$ cat src/rtl/uart_pkg.sv
// UART shared definitions: FSM state encoding, default baud divisor, frame levels.
// Latency: n/a (package only).
// Backpressure: n/a (package only).
package uart_pkg;

  typedef enum logic [1:0] {
    IDLE  = 2'd0,
    START = 2'd1,
    DATA  = 2'd2,
    STOP  = 2'd3
  } uart_state_e;

  // 100 MHz system clock / 115200 baud
  localparam int DEFAULT_CLKS_PER_BIT = 868;

  // Line levels of the framing bits; idle level equals the stop level
  localparam logic FRAME_START_BIT = 1'b0;
  localparam logic FRAME_STOP_BIT  = 1'b1;

endpackage

$ cat src/rtl/baud_counter.sv
// Bit-period timer: counts 0..CLKS_PER_BIT-1, tick on the last cycle of each period.
// Latency: tick is combinational from the count, CLKS_PER_BIT cycles after clear drops.
// Backpressure: none; clear holds the count at zero while the line is idle.
module baud_counter
  import uart_pkg::*;
#(
  parameter int CLKS_PER_BIT = DEFAULT_CLKS_PER_BIT
) (
  input  logic clk,
  input  logic reset,
  input  logic clear,
  output logic tick
);

  localparam int            W    = $clog2(CLKS_PER_BIT);
  localparam logic [W-1:0]  LAST = W'(CLKS_PER_BIT - 1);

  logic [W-1:0] cnt;

  assign tick = (cnt == LAST);

  // Free-run while a frame is active; wrap at every bit boundary
  always_ff @(posedge clk or negedge reset) begin
    if (!reset) begin
      cnt <= '0;
    end else if (clear || tick) begin
      cnt <= '0;
    end else begin
      cnt <= cnt + 1'b1;
    end
  end

endmodule

$ cat src/rtl/uart_tx_serializer.sv
// 8N1-style UART transmitter: start bit, N data bits LSB first, stop bit.
// Latency: start bit on tx one cycle after the accept edge; frame is (N+2)*CLKS_PER_BIT cycles.
// Backpressure: busy high from START to end of STOP; enable is ignored while busy.
module uart_tx_serializer
  import uart_pkg::*;
#(
  parameter int N            = 8,
  parameter int CLKS_PER_BIT = DEFAULT_CLKS_PER_BIT
) (
  input  logic         clk,
  input  logic         reset,
  input  logic         enable,
  input  logic [N-1:0] data,
  output logic         busy,
  output logic         done,
  output logic         tx
);

  // Keep the index at least one bit wide so N=1 still elaborates
  localparam int           IW       = (N > 1) ? $clog2(N) : 1;
  localparam logic [IW-1:0] LAST_IDX = IW'(N - 1);

  uart_state_e   state_q, state_d;
  logic [N-1:0]  shreg_q, shreg_d;
  logic [IW-1:0] idx_q, idx_d;
  logic          tx_d, busy_d, done_d;
  logic          tick;

  baud_counter #(
    .CLKS_PER_BIT(CLKS_PER_BIT)
  ) u_baud (
    .clk  (clk),
    .reset(reset),
    .clear(state_q == IDLE),
    .tick (tick)
  );

  // State, datapath and all outputs registered; reset drops the line to idle at once
  always_ff @(posedge clk or negedge reset) begin
    if (!reset) begin
      state_q <= IDLE;
      shreg_q <= '0;
      idx_q   <= '0;
      tx      <= FRAME_STOP_BIT;
      busy    <= 1'b0;
      done    <= 1'b0;
    end else begin
      state_q <= state_d;
      shreg_q <= shreg_d;
      idx_q   <= idx_d;
      tx      <= tx_d;
      busy    <= busy_d;
      done    <= done_d;
    end
  end

  // Next state, shift/index update, and next line level derived from the next state
  always_comb begin
    state_d = state_q;
    shreg_d = shreg_q;
    idx_d   = idx_q;
    done_d  = 1'b0;

    case (state_q)
      IDLE: begin
        // busy is low exactly in IDLE, so enable here is an accept
        if (enable) begin
          state_d = START;
          shreg_d = data;
          idx_d   = '0;
        end
      end
      START: begin
        if (tick) begin
          state_d = DATA;
          idx_d   = '0;
        end
      end
      DATA: begin
        if (tick) begin
          shreg_d = shreg_q >> 1;
          if (idx_q == LAST_IDX) begin
            state_d = STOP;
          end else begin
            idx_d = idx_q + 1'b1;
          end
        end
      end
      STOP: begin
        if (tick) begin
          state_d = IDLE;
          done_d  = 1'b1;
        end
      end
      default: begin
        state_d = IDLE;
      end
    endcase

    tx_d = FRAME_STOP_BIT;
    case (state_d)
      START:   tx_d = FRAME_START_BIT;
      DATA:    tx_d = shreg_d[0];
      default: tx_d = FRAME_STOP_BIT;
    endcase

    busy_d = (state_d != IDLE);
  end

endmodule

$ cat config.mk
export PLATFORM = sky130hd
export DESIGN_NAME = uart_tx_serializer
export DESIGN_NICKNAME = d
export VERILOG_FILES = /design/src/rtl/uart_pkg.sv /design/src/rtl/baud_counter.sv /design/src/rtl/uart_tx_serializer.sv
export SDC_FILE = /design/constraint.sdc
export NUM_CORES = 1
export LEC_CHECK = 0
export BUFFER_PORTS_ARGS = -buffer_cell sky130_fd_sc_hd__buf_4
export CAP_MARGIN = 5
export CORE_MARGIN = 4
export CORE_UTILIZATION = 56
export DETAILED_ROUTE_END_ITERATION = 7
export MAX_ROUTING_LAYER = met4
export PLACE_DENSITY = 0.82
export SYNTH_ARGS = -nofsm -noshare
export SYNTH_HDL_FRONTEND = slang
export SYNTH_SLANG_ARGS = --single-unit
export TNS_END_PERCENT = 5
$ cat constraint.sdc
create_clock -name clk -period 2.14 [get_ports clk]
set_clock_uncertainty 0.2 [all_clocks]
set_input_delay 0.428 -clock clk [delete_from_list [all_inputs] [get_ports clk]]
set_output_delay 0.428 -clock clk [all_outputs]
set_load 0.005 [all_outputs]
# Word-level counts from Yosys, hierarchy flattened
# Cells that the tools add are included.
[op_classes]
n_addsub = 2
eq_ne = 11
mux = 18
reduce_logical = 7
[ops]
columns = ["cell", "count"]
rows = [
  ["8-bit two-way mux", 2],
  ["8-bit one-hot mux with 2 select lines", 1],
  ["3-bit two-way mux", 4],
  ["10-bit by 1-bit adder with 10-bit output (second input constant)", 1],
  ["10-bit equality test (second input constant)", 1],
  ["10-bit two-way mux", 1],
  ["2-bit two-way mux", 5],
  ["3-bit one-hot mux with 3 select lines", 1],
  ["2-bit one-hot mux with 4 select lines", 1],
  ["2-bit equality test (second input constant)", 3],
  ["5-bit AND reduction", 1],
  ["2-bit by 1-bit equality test with 1-bit output (second input constant)", 2],
  ["2-bit by 1-bit inequality test with 1-bit output (second input constant)", 2],
  ["2-bit inequality test (second input constant)", 2],
  ["2-bit nonzero test", 2],
  ["3-bit by 1-bit adder with 3-bit output (second input constant)", 1],
  ["3-bit equality test (second input constant)", 1],
  ["3-bit AND reduction", 1],
  ["3-bit nonzero test", 1],
  ["2-bit logical NOT", 1],
  ["1-bit two-way mux", 2],
  ["1-bit one-hot mux with 2 select lines", 1],
  ["1-bit logical OR", 1],
]
[totals]
reg_bits = 26
in_bits = 11
output_inout_bits = 3
word_cells = 46

# Depth between registers and ports, before layout
# Gate-level depths: netlist of the first run.
[depth]
depth_word = 6
depth_mapped = 6
mapped_depth_nobuf = 5

# By module
# Synthesis of the first run repeated with hierarchy kept, for this count alone.
[unflattened]
cells_unflattened = 125
hier_area_um2 = 1295.0
[by_module_without_submodules]
columns = ["mod", "n_inst", "cells_per_inst", "area_per_inst_um2", "seq_area_each_um2"]
rows = [
  ["uart_tx_serializer", 1, 73, 780.7, 401.6],
  ["baud_counter", 1, 52, 514.2, 250.2],
]

# Worst setup path before layout of the first run
# No wires, ideal clock.
[synth_timing]
path_type = "reg-to-reg"
startpoint = "register u_baud.cnt[0]"
endpoint = "register tx"
setup_ps = 79
arrival_ps = 1666
required_time_ps = 1861
slack_ps = 195
stages_incl_launch_ff = 6
path_buffers = 0
period_less_slack_ps = 1945
cell_sequence = "dfrtp_1 -> ha_1 -> or3b_4 -> nor4_4 -> mux2_2 -> o21ai_0"
[synth_between]
elab_chain_len = 5
[synth_lines]
columns = ["element", "line", "text"]
rows = [
  ["from (decl)", "baud_counter.sv:18", "logic [W-1:0] cnt;"],
  ["from (signal assigned)", "baud_counter.sv:29", "cnt <= cnt + 1'b1;"],
  ["10-bit equality test (*)", "baud_counter.sv:20", "assign tick = (cnt == LAST);"],
  ["2-bit two-way mux (on tied branches)", "uart_tx_serializer.sv:90, uart_tx_serializer.sv:74, uart_tx_serializer.sv:80", ""],
  ["2-bit one-hot mux with 4 select lines", "uart_tx_serializer.sv:64", "case (state_q)"],
  ["2-bit equality test or 2-bit by 1-bit equality test with 1-bit output (tied branches)", "uart_tx_serializer.sv:101", "case (state_d)"],
  ["1-bit one-hot mux with 2 select lines (*)", "uart_tx_serializer.sv:101", ""],
  ["via tx_d", "uart_tx_serializer.sv:26", "logic tx_d, busy_d, done_d;"],
  ["to (signal assigned)", "uart_tx_serializer.sv:51", "tx <= tx_d;"],
  ["to (decl)", "uart_tx_serializer.sv:16", "output logic tx"],
]
# Mark *: on every way through the listed nets, which the timed path passes. The rest lies on a longest branch. The select of a mux whose other input is x is not followed.
# A chain may end at the register's enable or synchronous reset.

# Worst setup path after layout of the first run
[layout_timing]
startpoint = "register u_baud.cnt[1]"
endpoint = "register tx"
# The elaborated chain is that of the path after synthesis.

==> impl_results.md, run 1 <==
* Register area at about 650 um2
* Period minus WS final at 2.03 ns
* Initial core utilization at 58.6%
* Final HPWL DP at 1.65 mm
* Pwr per Cell Area at 767 nW/um2
* Pin count of the biggest net entering global routing at 27
* Layout cells sized above 1 at roughly 28%
* Fillers at 168
* Status: complete, no violations
* Final WL at 2.20 mm
* Clk buf depth at 2
* Synth Area in Simple Gates at 18.2%
* # rows at 17
* Drt first pass iters at 4
* Initial antenna violation count at 0
* Mapped Avg Cell Area at around 11 um2
* Vias per inst at about 5.5
* Ys Warns at 0
* Synthesized instance count at between 100 and 150
* Slew Viols, Final at 0
* Final hold vios at 0
* Setup crit start kind: flop
* Predominant post-synthesis flop cell: dfrtp_1
* Clock share of power at 21.0%
* Syn Nets at roughly 130
* Seq/Total Area, Yosys at 50.3%
* Unrepaired setup endpoints after global routing: false
* Clock Sinks at 26
* Post-synthesis compound-gate area fraction at 16.1%
* Skew-Pair Late Insertion Delay at 0.32 ns
* Crit Path Class: reg -> reg
* Num CTS Buffers at 3
* Internal power at a little over 0.8 mW
* Peak Freq at between 400 and 500 MHz
* Synth Cell Area at 1300 um2
* Req. time, crit path at 2.19 ns
* GRT Total Usage at 16.2%
* Seq pwr share at a little under three fifths
* Comb power frac at between 20% and 30%
* Port bufs at 13
* Area grow syn2layout at 16.2%
* Commonest non-fill, non-tap cell in the layout: dfrtp_1
* Final setup viols at 0
* Commonest cells after routing, fill and taps aside: dfrtp_1, buf_4, nor2_1
* Drt wl/cell at 13.2 um
* H-Tree Depth at 1
* Post-synthesis cell type count at 41
* Post-synth EDFFs at 0
* Crit-path max FO at 3
* #FFs+latches synth at 26
* Nets at 153
* CTS tree: built
* Xor/xnor share of the synthesized area at under 10%
* FFs w/ async S/R, synth at 100%
* Leak at approximately 0.72 nW
* Post-route DRC at 0
* Total number of vias at 914
* IO Pins at 14
* Multi-input logic area at 589 um2
* Maximum vdd drop at 540 uV
* Net Sw Frac at 29.8%
* Number of global-route vias before repair at 955
* Switching pwr at 0.345 mW
* Setup_tns at 0 ns
* Max_slew headroom at around three quarters
* Worst setup EP type: flop
* GPL Wtd Cong at 0.762
* First-pass GRT wire length at 4.02 mm
* Slew of the pin with the lowest slew margin at 0.360 ns
* Critical path arrival at around 2.1 ns
* Die width at 56.1 um
* Max-cap violations at 0
* CTS clock-pin slew for the worst setup and hold paths at 0.13 ns
* Die H at roughly 56 um
* Largest family of logic cells by synthesized area: simple AND/OR/NAND/NOR gates
* Die ar. at 3150 um2
* CORE AREA at 2210 um2
* Min-Delay Path Class: in -> reg
* ANT cells at 0
* Mux cell area share after synthesis at 2.80%
* Adder-Cell Fraction of Synth Area at 2.90%
* Post-route ant nets at 0
* GRT overflow at 0
* Part of the cycle the worst path needs at 94.8%
* Worst Hold Slack at 0.102 ns
* Clk root buf: clkbuf_4
* DRT iter0 DRCs at 16
## registers in the layout, indices dropped and copies added (netlist names)
signal,count
busy,1
done,1
idx_q,3
shreg_q,8
state_q,2
tx,1
u_baud.cnt,10
## power groups by stage
stage	clock network [mW]	registers [mW]	logic, mW
after floorplan	0	0.646	0.187
after global placement	0	0.659	0.239
after detailed placement	0	0.665	0.249
after CTS	0.250	0.655	0.253
after global routing	0.276	0.669	0.288
final	0.242	0.658	0.256
## layout make-up
class,instances,share of cell area [%]
Sequential cell,26,43.3
Multi-Input combinational cell,79,39.1
Timing Repair Buffer,22,11.1
Clock buffer,4,2.41
Tap cell,28,2.33
Inverter,7,1.74
## layer usage
metal  global-route usage [%]  share of wire, %  vias up
met2                     27.0                50       23
met5                        -                 0        -
li1                         -                 -      453
met4                     5.76              0.96        0
met1                     20.2                45      436
met3                     2.09               4.5        2
## worst max-delay path, stage by stage, from the launching register on
cell and delay, ns:
dfrtp_1 0.40, ha_1 0.17, or3b_4 0.42, nor4_4 0.20
mux2_2 0.39, o21ai_1 0.17
## metrics by stage
stage                     power, mW  instances  utilization [%]  setup slack (ns)  cell area (um2)
after CTS                      1.16        164             67.4            0.0642             1490
after floorplan               0.833        117                -             0.195             1300
after global routing           1.23        166             68.1            0.0326             1510
after global placement        0.898        159             65.3             0.234             1450
after detailed placement      0.914        159             65.3            0.0248             1450
final                          1.16        166             68.1             0.111             1510
## worst paths after layout
check,start,to,slack (ns),cells past startpoint
max,u_baud.cnt[1],tx,0.11,5
min,data[7],shreg_q[7],0.10,3
max reg2reg,u_baud.cnt[1],tx,0.11,5
min reg2reg,shreg_q[2],shreg_q[2],0.29,1
max in group asynchronous,reset,tx,1.12,2
min in group asynchronous,reset,busy,0.33,2
## synth_stat cells (all sizes together) (2+ instances only)
cell | n | area share [%]
dfrtp | 25 | 48
nor2 | 15 | 4.5
a21o | 7 | 4.1
inv | 7 | 2.0
a22o | 6 | 4.1
xnor2 | 6 | 4.1
a21oi | 5 | 1.9
nand2 | 5 | 1.6
buf | 4 | 1.9
nand3 | 4 | 1.5
ha | 3 | 2.9
nor3 | 3 | 1.5
mux2 | 2 | 2.0
nor4 | 2 | 2.1
o21ai | 2 | 0.77
o31ai | 2 | 2.2
xor2 | 2 | 1.4
## cells by family after synthesis
kind of cell               after synthesis
muxes                                    3
AOI/OAI and AO/OA                       27
adders and majority gates                3
xor gates and xnor gates                 8
DFF                                     26
and+or+nand+nor                         38
buffers and inverters                   12
## repair_timing
action / in CTS / in global routing
resized for setup: 1 / 0
hold endpoints to repair: 25 / 0
setup buffers: 0 / 2
hold buffers: 1 / 0
pin swaps: 0 / 0
setup endpoints to repair: 1 / 1
No activity file was read; power rests on OpenSTA's default activity.
==> inputs of run 2 (changes only) <==
--- a/config.mk
+++ b/config.mk
@@ -5,13 +5,13 @@
 export SDC_FILE = /design/constraint.sdc
 export NUM_CORES = 1
 export LEC_CHECK = 0
-export BUFFER_PORTS_ARGS = -buffer_cell sky130_fd_sc_hd__buf_4
+export BUFFER_PORTS_ARGS = -buffer_cell sky130_fd_sc_hd__buf_2
 export CAP_MARGIN = 5
 export CORE_MARGIN = 4
 export CORE_UTILIZATION = 56
 export DETAILED_ROUTE_END_ITERATION = 7
 export MAX_ROUTING_LAYER = met4
-export PLACE_DENSITY = 0.82
+export PLACE_DENSITY = 0.77
 export SYNTH_ARGS = -nofsm -noshare
 export SYNTH_HDL_FRONTEND = slang
 export SYNTH_SLANG_ARGS = --single-unit
==> impl_results.md, run 2 (same netlist as run 1, synthesis figures left out) <==
* Leak at 0.702 nW
* Commonest cells after routing, fill and taps aside: dfrtp_1, nor2_1, buf_2
* DRT iter0 DRCs at 13
* ANT cells at 0
* Max-cap violations at 0
* Req. time, crit path at 2.20 ns
* Initial core utilization at 58.6%
* Slew of the pin with the lowest slew margin at roughly 0.56 ns
* Critical path arrival at approximately 2 ns
* GPL Wtd Cong at 0.756
* Hold-fix buffers, CTS at 1
* R2r setup slk at 0.18 ns
* GR Layer Usage met2 at approximately a quarter
* Port bufs at 13
* Post-route ant nets at 0
* Area grow syn2layout at 13.2%
* Crit-path max FO at 4
* Final HPWL DP at between 1.5 and 2 mm
* Drt wl/cell at about 13 um
* Max_slew headroom at 62.5%
* Maximum vdd drop at approximately 720 uV
* Final Cell Area at about 1500 um2
* Post-route setup slack at 0.184 ns
* Total number of vias at between 900 and 1000
* CORE AREA at 2210 um2
* Net Sw Frac at 27.5%
* DP Worst Slack at 0.192 ns
* Seq pwr share at 53.3%
* Die H at 56.1 um
* Layout cells sized above 1 at 25.9%
* Drt first pass iters at 4
* Largest regs: u_baud.cnt x10, shreg_q x8, idx_q x3
* H-Tree Depth at 1
* Largest register FFs at 10
* Hold_sp: data[7]
* Area after DPL at approximately 1400 um2
* Clock Sinks at 26
* Pin count of the biggest net entering global routing at 27
* Peak Freq at 511 MHz
* Final WL at between 2 and 2.5 mm
* Worst Hold Slack at 0.102 ns
* RR Startpoint: u_baud.cnt[0]
* Skew-Pair Late Insertion Delay at 0.32 ns
* Setup_tns at 0 ns
* Vias per inst at approximately 5.6
* Period minus WS final at around 2 ns
* First-pass GRT wire length at 3.92 mm
* Clock share of power at 27.0%
* Postcts setup bufs at 0
* Status: complete, no violations
* Hold EP: shreg_q[7]
* Die width at 56.1 um
* Worst Hold Depth at 3
* Commonest non-fill, non-tap cell in the layout: dfrtp_1
* Switching pwr at 0.335 mW
* Pwr per Cell Area at 832 nW/um2
* Final setup viols at 0
* R2R cell count at 5
* Unrepaired setup endpoints after global routing: false
* Setup crit start kind: flop
* Top Usage Layer GRT: met2
* Worst setup EP type: flop
* Crit Path Class: reg -> reg
* # rows at 17
* Die ar. at 3150 um2
* Num CTS Buffers at 3
* Nets at 150
* Reg2reg end: tx
* Clk root buf: clkbuf_4
* Part of the cycle the worst path needs at between 90% and 100%
* Post-route DRC at 0
* M3 GR Usage at between 2 and 3%
* Met1 GRT Util at 19.0%
* Clk buf depth at 2
* CTS tree: built
* Top reg by flops: u_baud.cnt
* GRT overflow at 0
* Slew Viols, Final at 0
* Comb power frac at 19.6%
* Number of global-route vias before repair at 937
* CTS clock-pin slew for the worst setup and hold paths at 0.15 ns
* IO Pins at 14
* Post-CTS resize count at 0
* Min-Delay Path Class: in -> reg
* GRT Total Usage at around 16%
* Internal power at between 0.8 and 0.9 mW
* Final hold vios at 0
* Initial antenna violation count at 0
-- run 2: worst max-delay path: stages (launching register included) --
cell and delay [ns]:
dfrtp_1 0.41, ha_1 0.17, or3b_4 0.42, nor4_4 0.17, mux2_2 0.38, o21ai_0 0.16
-- run 2: power groups by stage --
stage | sequential [mW] | clock (mW) | combinational, mW
final | 0.652 | 0.330 | 0.240
after global routing | 0.668 | 0.363 | 0.275
after CTS | 0.651 | 0.341 | 0.244
after detailed placement | 0.662 | 0 | 0.240
after global placement | 0.658 | 0 | 0.235
after floorplan | 0.646 | 0 | 0.187
-- run 2: final cells by class --
| cell class | instances | area [um2] |
|---|---|---|
| Inverter | 7 | 26.3 |
| Sequential cell | 26 | 652 |
| Multi-Input combinational cell | 79 | 589 |
| Fill cell | 175 | 744 |
| Clock buffer | 3 | 22.5 |
| Timing Repair Buffer | 19 | 113 |
| Clock inverter | 1 | 30.0 |
| Tap cell | 28 | 35.0 |
-- run 2: stage by stage --
stage	utilization, %	total power [mW]	cells
detailed placement	63.5	0.902	158
CTS	66.3	1.24	163
floorplan	-	0.833	117
global route	66.3	1.31	163
global placement	63.5	0.893	158
finish	66.3	1.22	163
-- run 2: metal layers --
layer  up-vias  part of all wire [%]
li1        445                     -
met1       448                    45
met2        19                    49
met3         5                   4.7
met4         0                   1.2
met5         -                     0
-- run 2: worst max path at each step --
stage	cells past startpoint	to	from	slack, ns
4_1_cts	5	tx	u_baud.cnt[0]	0.18
6_report	5	tx	u_baud.cnt[0]	0.18
2_1_floorplan	5	tx	u_baud.cnt[0]	0.20
5_1_grt	5	tx	u_baud.cnt[1]	0.1
3_3_place_gp	5	tx	u_baud.cnt[0]	0.23
3_5_place_dp	5	tx	u_baud.cnt[0]	0.19
==> inputs of run 3 (changes only) <==
--- a/config.mk
+++ b/config.mk
@@ -8,10 +8,9 @@
 export BUFFER_PORTS_ARGS = -buffer_cell sky130_fd_sc_hd__buf_2
 export CAP_MARGIN = 5
 export CORE_MARGIN = 4
-export CORE_UTILIZATION = 56
+export CORE_UTILIZATION = 35
 export DETAILED_ROUTE_END_ITERATION = 7
 export MAX_ROUTING_LAYER = met4
-export PLACE_DENSITY = 0.77
 export SYNTH_ARGS = -nofsm -noshare
 export SYNTH_HDL_FRONTEND = slang
 export SYNTH_SLANG_ARGS = --single-unit
==> impl_results.md, run 3 (same netlist as run 1, synthesis figures left out) <==
* Status: complete, no violations
* Initial core utilization at 37.7%
* Peak Freq at about 500 MHz
* Hold_sp: data[7]
* Postcts setup bufs at 0
* Setup_tns at 0 ns
* CORE AREA at 3440 um2
* Clock Sinks at 26
* Clk root buf: clkbuf_8
* Num CTS Buffers at 3
* First-pass GRT wire length at 3.90 mm
* Post-route setup slack at 0.146 ns
* R2r setup slk at 0.15 ns
* Slew Viols, Final at 0
* Unrepaired setup endpoints after global routing: false
* Die ar. at between 4000 and 5000 um2
* Final WL at 2.25 mm
* GRT Total Usage at 11.4%
* Commonest non-fill, non-tap cell in the layout: dfrtp_1
* Initial antenna violation count at 0
* Pwr per Cell Area at 803 nW/um2
* Fillers at about 340
* CTS tree: built
* Worst Hold Slack at 0.166 ns
* R2R cell count at 5
* CTS clock-pin slew for the worst setup and hold paths at 0.08 ns
* Nets at between 150 and 200
* GRT overflow at 0
* IO Pins at 14
* Skew-Pair Late Insertion Delay at 0.27 ns
* Max-cap violations at 0
* Crit-path max FO at 4
* Critical path arrival at 1.99 ns
* Top reg by flops: u_baud.cnt
* Period minus WS final at 1.99 ns
* # rows at 21
* Worst setup EP type: flop
* Largest regs: u_baud.cnt x10, shreg_q x8, idx_q x3
* Die H at 68.9 um
* Drt first pass iters at 3
* H-Tree Depth at 1
* RR Startpoint: u_baud.cnt[0]
* Min-Delay Path Class: in -> reg
* Maximum vdd drop at between 200 and 300 uV
* Final Cell Area at around 1500 um2
* Leak at 0.708 nW
* Worst Hold Depth at 3
* Post-route ant nets at 0
* Req. time, crit path at 2.14 ns
* Final setup viols at 0
* Die width at just under 70 um
* Area grow syn2layout at 15.7%
* Reg2reg end: tx
* GPL Wtd Cong at 0.798
* ANT cells at 0
* Port bufs at 13
* Final hold vios at 0
* DP Worst Slack at 0.154 ns
* Hold EP: shreg_q[7]
* DRT iter0 DRCs at 14
* Drt wl/cell at 12.4 um
* Slew of the pin with the lowest slew margin at 0.577 ns
* Layout cells sized above 1 at between 20% and 30%
* Largest register FFs at 10
* Commonest cells after routing, fill and taps aside: dfrtp_1, nor2_1, buf_2
* Pin count of the biggest net entering global routing at 27
* Final HPWL DP at 1.70 mm
* Vias per inst at 4.92
* Area after DPL at around 1400 um2
* Clk buf depth at 2
* Setup crit start kind: flop
* Total number of vias at 896
* Part of the cycle the worst path needs at 93.2%
* Number of global-route vias before repair at 878
* Max_slew headroom at 61.5%
* Crit Path Class: reg -> reg
* Post-route DRC at 0
## run 3: changes by cell type in the layout (fill, tap and decap cells not counted), sizes merged
| cell | change |
|---|---|
| buf | +1 |
| bufinv | -1 |
| clkbuf | +1 |
## run 3: what timing repair did
item | CTS | global route
hold buffers | 1 | 0
resized for setup | 0 | 0
endpoints found under the hold margin | 25 | 0
## run 3: where the power goes
group          total, mW  switching [mW]  leakage [nW]  internal (mW)
Sequential         0.655          0.0823         0.322          0.573
Combinational      0.239           0.114         0.358          0.124
Clock              0.311           0.146        0.0288          0.164
Total               1.20           0.343         0.708          0.862
## run 3: cell type report
cell class | count | area, um2 | share of cell area, %
Multi-Input combinational cell | 79 | 589 | 39.3
Timing Repair Buffer | 20 | 120 | 8.01
Tap cell | 46 | 57.6 | 3.84
Sequential cell | 26 | 652 | 43.5
Clock buffer | 4 | 55.1 | 3.67
Inverter | 7 | 26.3 | 1.75
## run 3: worst max-delay path, stage by stage, from the launching register on
cell,delay (ns)
dfrtp_1,0.40
ha_1,0.18
or3b_4,0.43
nor4_4,0.17
mux2_2,0.37
o21ai_0,0.16
## run 3: worst max-delay path by stage
| stage | startpoint | slack [ns] | end |
|---|---|---|---|
| CTS | u_baud.cnt[0] | 0.13 | tx |
| detailed placement | u_baud.cnt[0] | 0.15 | tx |
| global route | u_baud.cnt[0] | 0.05 | shreg_q[4] |
| global placement | u_baud.cnt[0] | 0.22 | tx |
| floorplan | u_baud.cnt[0] | 0.20 | tx |
| finish | u_baud.cnt[0] | 0.15 | tx |
## run 3: metal layers
layer	track usage, %	up-vias	routed length [um]
met3	2.43	5	76
met1	13.6	434	1040
met4	5.84	0	46
met5	-	-	0
li1	-	447	-
met2	18.1	10	1080
## run 3: metrics by stage
step           utilization (%)  cells  power [mW]
2_1_floorplan                -    117       0.833
3_3_place_gp              41.7    177       0.898
3_5_place_dp              41.7    177       0.905
5_1_grt                   43.6    182        1.29
6_report                  43.6    182        1.20
4_1_cts                   43.6    182        1.22
